**src/rtl/btn_conditioner_pkg.sv**
```systemverilog
// Shared types and defaults for the button/switch conditioning slice.
// Debounce state encoding and the default debounce interval live here.
package btn_conditioner_pkg;

    typedef enum logic [1:0] {
        S_LOW     = 2'd0,
        S_WAIT_HI = 2'd1,
        S_HIGH    = 2'd2,
        S_WAIT_LO = 2'd3
    } deb_state_t;

    localparam int unsigned DEBOUNCE_CYCLES_DEF = 1000000;
    localparam int unsigned CNT_W_DEF           = 20;

    // Debounced level as seen by the capture logic: high once a press is accepted
    // and until the matching release is accepted.
    function automatic logic state_is_high(input deb_state_t st);
        return (st == S_HIGH) || (st == S_WAIT_LO);
    endfunction

endpackage

```
**src/rtl/btn_conditioner_debounce_fsm.sv**
```systemverilog
// One button channel: 2-FF synchroniser, debounce timer/FSM and registered pulses.
//
//   state     | meaning
//   S_LOW     | accepted level 0, input stable low
//   S_WAIT_HI | input went high, timing the stable interval
//   S_HIGH    | accepted level 1, input stable high
//   S_WAIT_LO | input went low, timing the stable interval
module debounce_fsm
    import btn_conditioner_pkg::*;
#(
    parameter int unsigned DEBOUNCE_CYCLES = DEBOUNCE_CYCLES_DEF,
    parameter int unsigned CNT_W           = CNT_W_DEF
) (
    input  logic clk,
    input  logic rst_n,
    input  logic din,
    output logic level,
    output logic press,
    output logic rel
);

    // Down-counter reloaded on entry to a wait state; terminal count is zero.
    localparam logic [CNT_W-1:0] CNT_LOAD = CNT_W'(DEBOUNCE_CYCLES - 1);

    logic [1:0]       sync_q;
    logic             s;
    deb_state_t       state, state_nxt;
    logic [CNT_W-1:0] cnt, cnt_nxt;
    logic             press_nxt, rel_nxt, level_nxt;

    assign s = sync_q[1];

    always_ff @(posedge clk or negedge rst_n) begin
        if (!rst_n) begin
            sync_q <= '0;
            state  <= S_LOW;
            cnt    <= '0;
            level  <= 1'b0;
            press  <= 1'b0;
            rel    <= 1'b0;
        end else begin
            sync_q <= {sync_q[0], din};
            state  <= state_nxt;
            cnt    <= cnt_nxt;
            level  <= level_nxt;
            press  <= press_nxt;
            rel    <= rel_nxt;
        end
    end

    always_comb begin
        state_nxt = state;
        cnt_nxt   = cnt;
        press_nxt = 1'b0;
        rel_nxt   = 1'b0;
        unique case (state)
            S_LOW: begin
                if (s) begin
                    state_nxt = S_WAIT_HI;
                    cnt_nxt   = CNT_LOAD;
                end
            end
            S_WAIT_HI: begin
                if (!s) begin
                    state_nxt = S_LOW;
                end else if (cnt == '0) begin
                    state_nxt = S_HIGH;
                    press_nxt = 1'b1;
                end else begin
                    cnt_nxt = cnt - CNT_W'(1);
                end
            end
            S_HIGH: begin
                if (!s) begin
                    state_nxt = S_WAIT_LO;
                    cnt_nxt   = CNT_LOAD;
                end
            end
            S_WAIT_LO: begin
                if (s) begin
                    state_nxt = S_HIGH;
                end else if (cnt == '0) begin
                    state_nxt = S_LOW;
                    rel_nxt   = 1'b1;
                end else begin
                    cnt_nxt = cnt - CNT_W'(1);
                end
            end
            default: state_nxt = S_LOW;
        endcase
        level_nxt = state_is_high(state_nxt);
    end

endmodule

```
**src/rtl/btn_conditioner.sv**
```systemverilog
// Conditions raw push-buttons (sync + debounce + press/release pulses) and
// synchronises the slide switches for the operand-capture stage.
module btn_conditioner
    import btn_conditioner_pkg::*;
#(
    parameter int unsigned N_BTN           = 3,
    parameter int unsigned SW_W            = 8,
    parameter int unsigned DEBOUNCE_CYCLES = DEBOUNCE_CYCLES_DEF,
    parameter int unsigned CNT_W           = CNT_W_DEF
) (
    input  logic             clk,
    input  logic             rst_n,
    input  logic [N_BTN-1:0] btn_raw,
    input  logic [SW_W-1:0]  sw_raw,
    output logic [N_BTN-1:0] btn_level,
    output logic [N_BTN-1:0] btn_press,
    output logic [N_BTN-1:0] btn_release,
    output logic [SW_W-1:0]  sw_sync
);

    logic [SW_W-1:0] sw_meta;

    for (genvar i = 0; i < N_BTN; i++) begin : g_btn
        debounce_fsm #(
            .DEBOUNCE_CYCLES (DEBOUNCE_CYCLES),
            .CNT_W           (CNT_W)
        ) u_debounce (
            .clk   (clk),
            .rst_n (rst_n),
            .din   (btn_raw[i]),
            .level (btn_level[i]),
            .press (btn_press[i]),
            .rel   (btn_release[i])
        );
    end

    // Switches are only synchronised; the consumer samples them on btn_press.
    always_ff @(posedge clk or negedge rst_n) begin
        if (!rst_n) begin
            sw_meta <= '0;
            sw_sync <= '0;
        end else begin
            sw_meta <= sw_raw;
            sw_sync <= sw_meta;
        end
    end

endmodule
```
**config.mk**
```make
export PLATFORM = sky130hd
export DESIGN_NAME = btn_conditioner
export DESIGN_NICKNAME = d
export VERILOG_FILES = /design/src/rtl/btn_conditioner_pkg.sv /design/src/rtl/btn_conditioner_debounce_fsm.sv /design/src/rtl/btn_conditioner.sv
export SDC_FILE = /design/constraint.sdc
export NUM_CORES = 1
export LEC_CHECK = 0
export CAP_MARGIN = 25
export CORE_MARGIN = 2
export CORE_UTILIZATION = 62
export DETAILED_ROUTE_END_ITERATION = 8
export PLACE_DENSITY = 0.83
export SLEW_MARGIN = 30
export SYNTH_ARGS = -nofsm -noshare
export SYNTH_HDL_FRONTEND = slang
export SYNTH_SLANG_ARGS = --single-unit
```
**constraint.sdc**
```tcl
create_clock -name clk -period 6.8 [get_ports clk]
set_clock_uncertainty 0.15 [all_clocks]
set_input_delay 1.36 -clock clk [delete_from_list [all_inputs] [get_ports clk]]
set_output_delay 1.36 -clock clk [all_outputs]
set_load 0.05 [all_outputs]
```
==> flow_metrics.py <==
metrics = {
    "setup_path": {
        "critical_path.max_stage_delay_ps": 810,
        "end_kind": "output pin",
        "slowest_cell_on_crit_path": "clkdlybuf4s50_1",
        "worst-r2r-cell-count": 8,
        "critical_path_class": "reg -> out",
        "cp.depth": 1,
        "timing.critical_path.max_delay_family": "buffers and inverters",
        "critPathMaxFanout": 1,
        "cp_cell_sequence": "clkdlybuf4s50_1",
        "worst_ep_arrival_time_ps": 1530,
        "worstPathBufferInverterCount": 1,
        "critical_path_required_ps": 5290,
        "setup.worst_path.start_class": "flop",
    },
    "layout": {
        "finalNetCount": 502,
        "layout.cell_area.non_filler_um2": 5251,
        "areaGrowthSynthToFinish_pct": 10.36,
        "utilization_pct": 71.63,
        "proportion_of_layout_cells_with_a_drive_suffix_above_1_pct": 9.165,
        "finish.cell_count_without_fillers": 590,
        "diodes": 0,
    },
    "clocking": {
        "clkLatencyLatePin_ps": 370,
        "cts_inserted_buffers": 9,
        "cts_tree": "yes",
        "root_buffer": "clkbuf_8",
        "cts.repair.resized": 0,
        "clk_path_buf_depth": 2,
        "holdBufCountCts": 0,
        "worst_setup_hold_path_clk_slew_ps": 100,
        "cts.repair_timing.setup_buffer_count": 0,
        "numClockSinks": 97,
        "cts_max_level": 3,
    },
    "place": {
        "dpl_ws_ps": 4136,
        "place.detailed.instances": 574,
        "estimated_wirelength_of_the_detail_placed_design_um": 6117,
        "globalplace.congestion": 0.8468,
        "port-buffer-count": 29,
        "dpl-instance-area_um2": 5061,
    },
    "sta": {
        "grt_setup_unrepaired": "no",
        "maxSlewHeadroom_pct": 43.77,
        "worst_pin_slew_ps": 840.7,
        "postLayoutSetupSlackWorst_ps": 3759,
        "final_min_period_over_clock_period_pct": 44.72,
        "maxSlewViolCount": 0,
        "timing.fmax_mhz": 328.9,
        "final_hold_viol_count": 0,
        "final.setup.tns_ps": 0,
        "timing.final.setup_violations": 0,
        "final.min_clock_period_ps": 3041,
    },
    "synthesis": {
        "synth_enable_flop_cells": 0,
        "synthFlopType": "dfrtp_1",
        "yosysWarnings": 0,
        "yosys.cell_types.count": 62,
        "synth_area_per_cell_um2": 10.19,
        "number_of_cells_produced_by_synthesis": 467,
        "postSynth.asyncResetShare_pct": 100.0,
        "synthesis.area_um2": 4758,
        "synth.ff_latch_count": 97,
        "synth_fp_nets": 483,
        "synth_seq_area_share_pct": 51.01,
    },
    "grt": {
        "antenna_found_initial": 0,
        "grt_pass1_vias": 3445,
        "grt_first_pass_wirelength_um": 15770,
        "globalRoute.totalOverflow": 0,
        "maximum_number_of_pins_on_one_net_before_global_route_repair": 60,
        "track_usage_pct": 23.20,
    },
    "floorplan": {
        "floorplan.die_area_um2": 8391,
        "core_region_area_um2": 7331,
        "dieHeight_um": 91.61,
        "floorplan.initialDensity_pct": 64.91,
        "die-width_um": 91.61,
        "placement_rows": 31,
        "boundaryPins": 30,
    },
    "routing": {
        "drtPass1Iterations": 5,
        "routed_via_density": 6.139,
        "drc": 0,
        "route.vias.total": 3622,
        "detailedRoute.firstIterationViolations": 216,
        "drt_total_wl_um": 9147,
        "wl_per_instance_um": 15.50,
        "antenna_left": 0,
    },
    "outcome": {
        "run_status": "finished clean",
    },
    "worst_hold_path": {
        "worst_hold_path_type": "reg -> reg",
        "min_path_cells": 0,
    },
    "power": {
        "cellPowerDensity_nw_per_um2": 217.8,
        "total_leakage_power_nw": 2.081,
        "peakVddDrop_uv": 141.8,
    },
    "run": {
        "cap_violations": 0,
    },
}
cells in the mapped netlist (all sizes together), types with 2 or more instances:
library cell / n / area, um^2
dfrtp: 97 / 2427
nor2: 38 / 142.6
nand2: 35 / 131.4
a21oi: 29 / 156.4
nor3: 28 / 145.1
nand3: 23 / 115.1
o21ai: 23 / 115.1
nor4: 14 / 133.9
and3: 13 / 81.33
buf: 13 / 96.34
or3: 12 / 86.33
xnor2: 12 / 105.1
clkbuf: 11 / 41.29
inv: 10 / 37.54
nor3b: 10 / 75.07
nand2b: 7 / 43.79
a31oi: 6 / 37.54
or4: 6 / 52.55
xor2: 6 / 52.55
a211oi: 5 / 37.54
nor4b: 5 / 65.06
mux2: 4 / 45.04
mux2i: 4 / 40.04
nand4: 4 / 25.02
nand4b: 4 / 35.03
o211ai: 4 / 30.03
a22o: 3 / 26.28
and2: 3 / 18.77
ha: 3 / 37.54
o21a: 3 / 22.52
o311a: 3 / 30.03
o31ai: 3 / 22.52
or4b: 3 / 33.78
a2111oi: 2 / 23.77
a211o: 2 / 17.52
and4: 2 / 17.52
o2111ai: 2 / 17.52
o22ai: 2 / 12.51
o41ai: 2 / 17.52
or2: 2 / 12.51
or3b: 2 / 17.52
layout by cell type, fill, tap and decap left out, types with 5 or more instances in the layout:
cell / Yosys / routed
nand2_1: 35 / 35
nand3_1: 23 / 23
dfrtp_1: 97 / 97
a31oi_1: 6 / 5
a211oi_1: 5 / 5
xnor2_1: 12 / 12
xor2_1: 6 / 6
inv_1: 10 / 10
nand2b_1: 7 / 7
clkdlybuf4s50_1: 0 / 28
clkbuf_8: 0 / 9
nor3b_1: 10 / 10
and3_1: 13 / 13
nor3_1: 27 / 27
o21ai_0: 19 / 19
nor2_1: 38 / 38
nor4_2: 5 / 5
a21oi_1: 28 / 28
nor4_1: 8 / 8
or3_1: 9 / 9
worst paths after layout:
check,start,to,slack (ps)
setup / recovery,g_btn[0].u_debounce.level$_DFF_PN0_,btn_level[0],3760
hold / removal,sw_meta[7]$_DFF_PN0_,sw_sync[7]$_DFF_PN0_,210
setup reg to reg,g_btn[0].u_debounce.cnt[0]$_DFFE_PN0P_,g_btn[0].u_debounce.cnt[0]$_DFFE_PN0P_,4150
hold reg to reg,sw_meta[7]$_DFF_PN0_,sw_sync[7]$_DFF_PN0_,210
max in group asynchronous,rst_n,g_btn[1].u_debounce.state[1]$_DFF_PN0_,4620
min in group asynchronous,rst_n,g_btn[2].u_debounce.cnt[17]$_DFFE_PN0P_,790
power breakdown:
group,switching [W],internal (W),total (W)
combinational,0.0000662,0.0000501,0.000116
sequential,0.0000503,0.000609,0.000659
clock,0.000224,0.000144,0.000368
total,0.000340,0.000803,0.00114
metrics by stage:
| stage | total power [W] | hold WS [ps] |
|---|---|---|
| 2_1_floorplan | 0.0007406 | 181.2 |
| 3_3_place_gp | 0.0007779 | 183.0 |
| 3_5_place_dp | 0.0007859 | 185.6 |
| 4_1_cts | 0.001150 | 210.5 |
| 5_1_grt | 0.001196 | 215.4 |
| 6_report | 0.001143 | 206.1 |
registers in the layout, summed over array words and instances, names as in the netlist:
| signal | count |
|---|---|
| g_btn.u_debounce.sync_q | 6 |
| sw_sync | 8 |
| g_btn.u_debounce.state | 6 |
| g_btn.u_debounce.cnt | 60 |
| g_btn.u_debounce.rel | 3 |
| g_btn.u_debounce.level | 3 |
| sw_meta | 8 |
| g_btn.u_debounce.press | 3 |
cell type report:
type	instances	area, um^2
multi-input combinational	336	2162
tap	99	123.9
inverter	10	37.54
clock inverter	7	66.31
sequential	97	2427
clock buffer	9	123.9
fill	490	2079
timing repair buffer	32	310.3
per-layer routing:
metal	vias up	GRT usage, %	part of all wire (%)
li1	1755	-	-
met1	1762	31.98	47
met2	91	36.70	47
met3	14	5.394	4.8
met4	0	7.197	1.4
met5	-	0	0
logic make-up (layout without fill, tap and decap cells):
group           count (synthesis)  after routing  synth area share [%]
simple gates                  215            215                 26.90
xor+xnor                       18             18                 3.313
flops                          97             97                 51.01
mux                             8              8                 1.788
fa+ha+maj                       3              3                0.7889
compound gates                 92             92                 12.52
buf+inv                        34             58                 3.681
(Power assumes the default switching activity.)
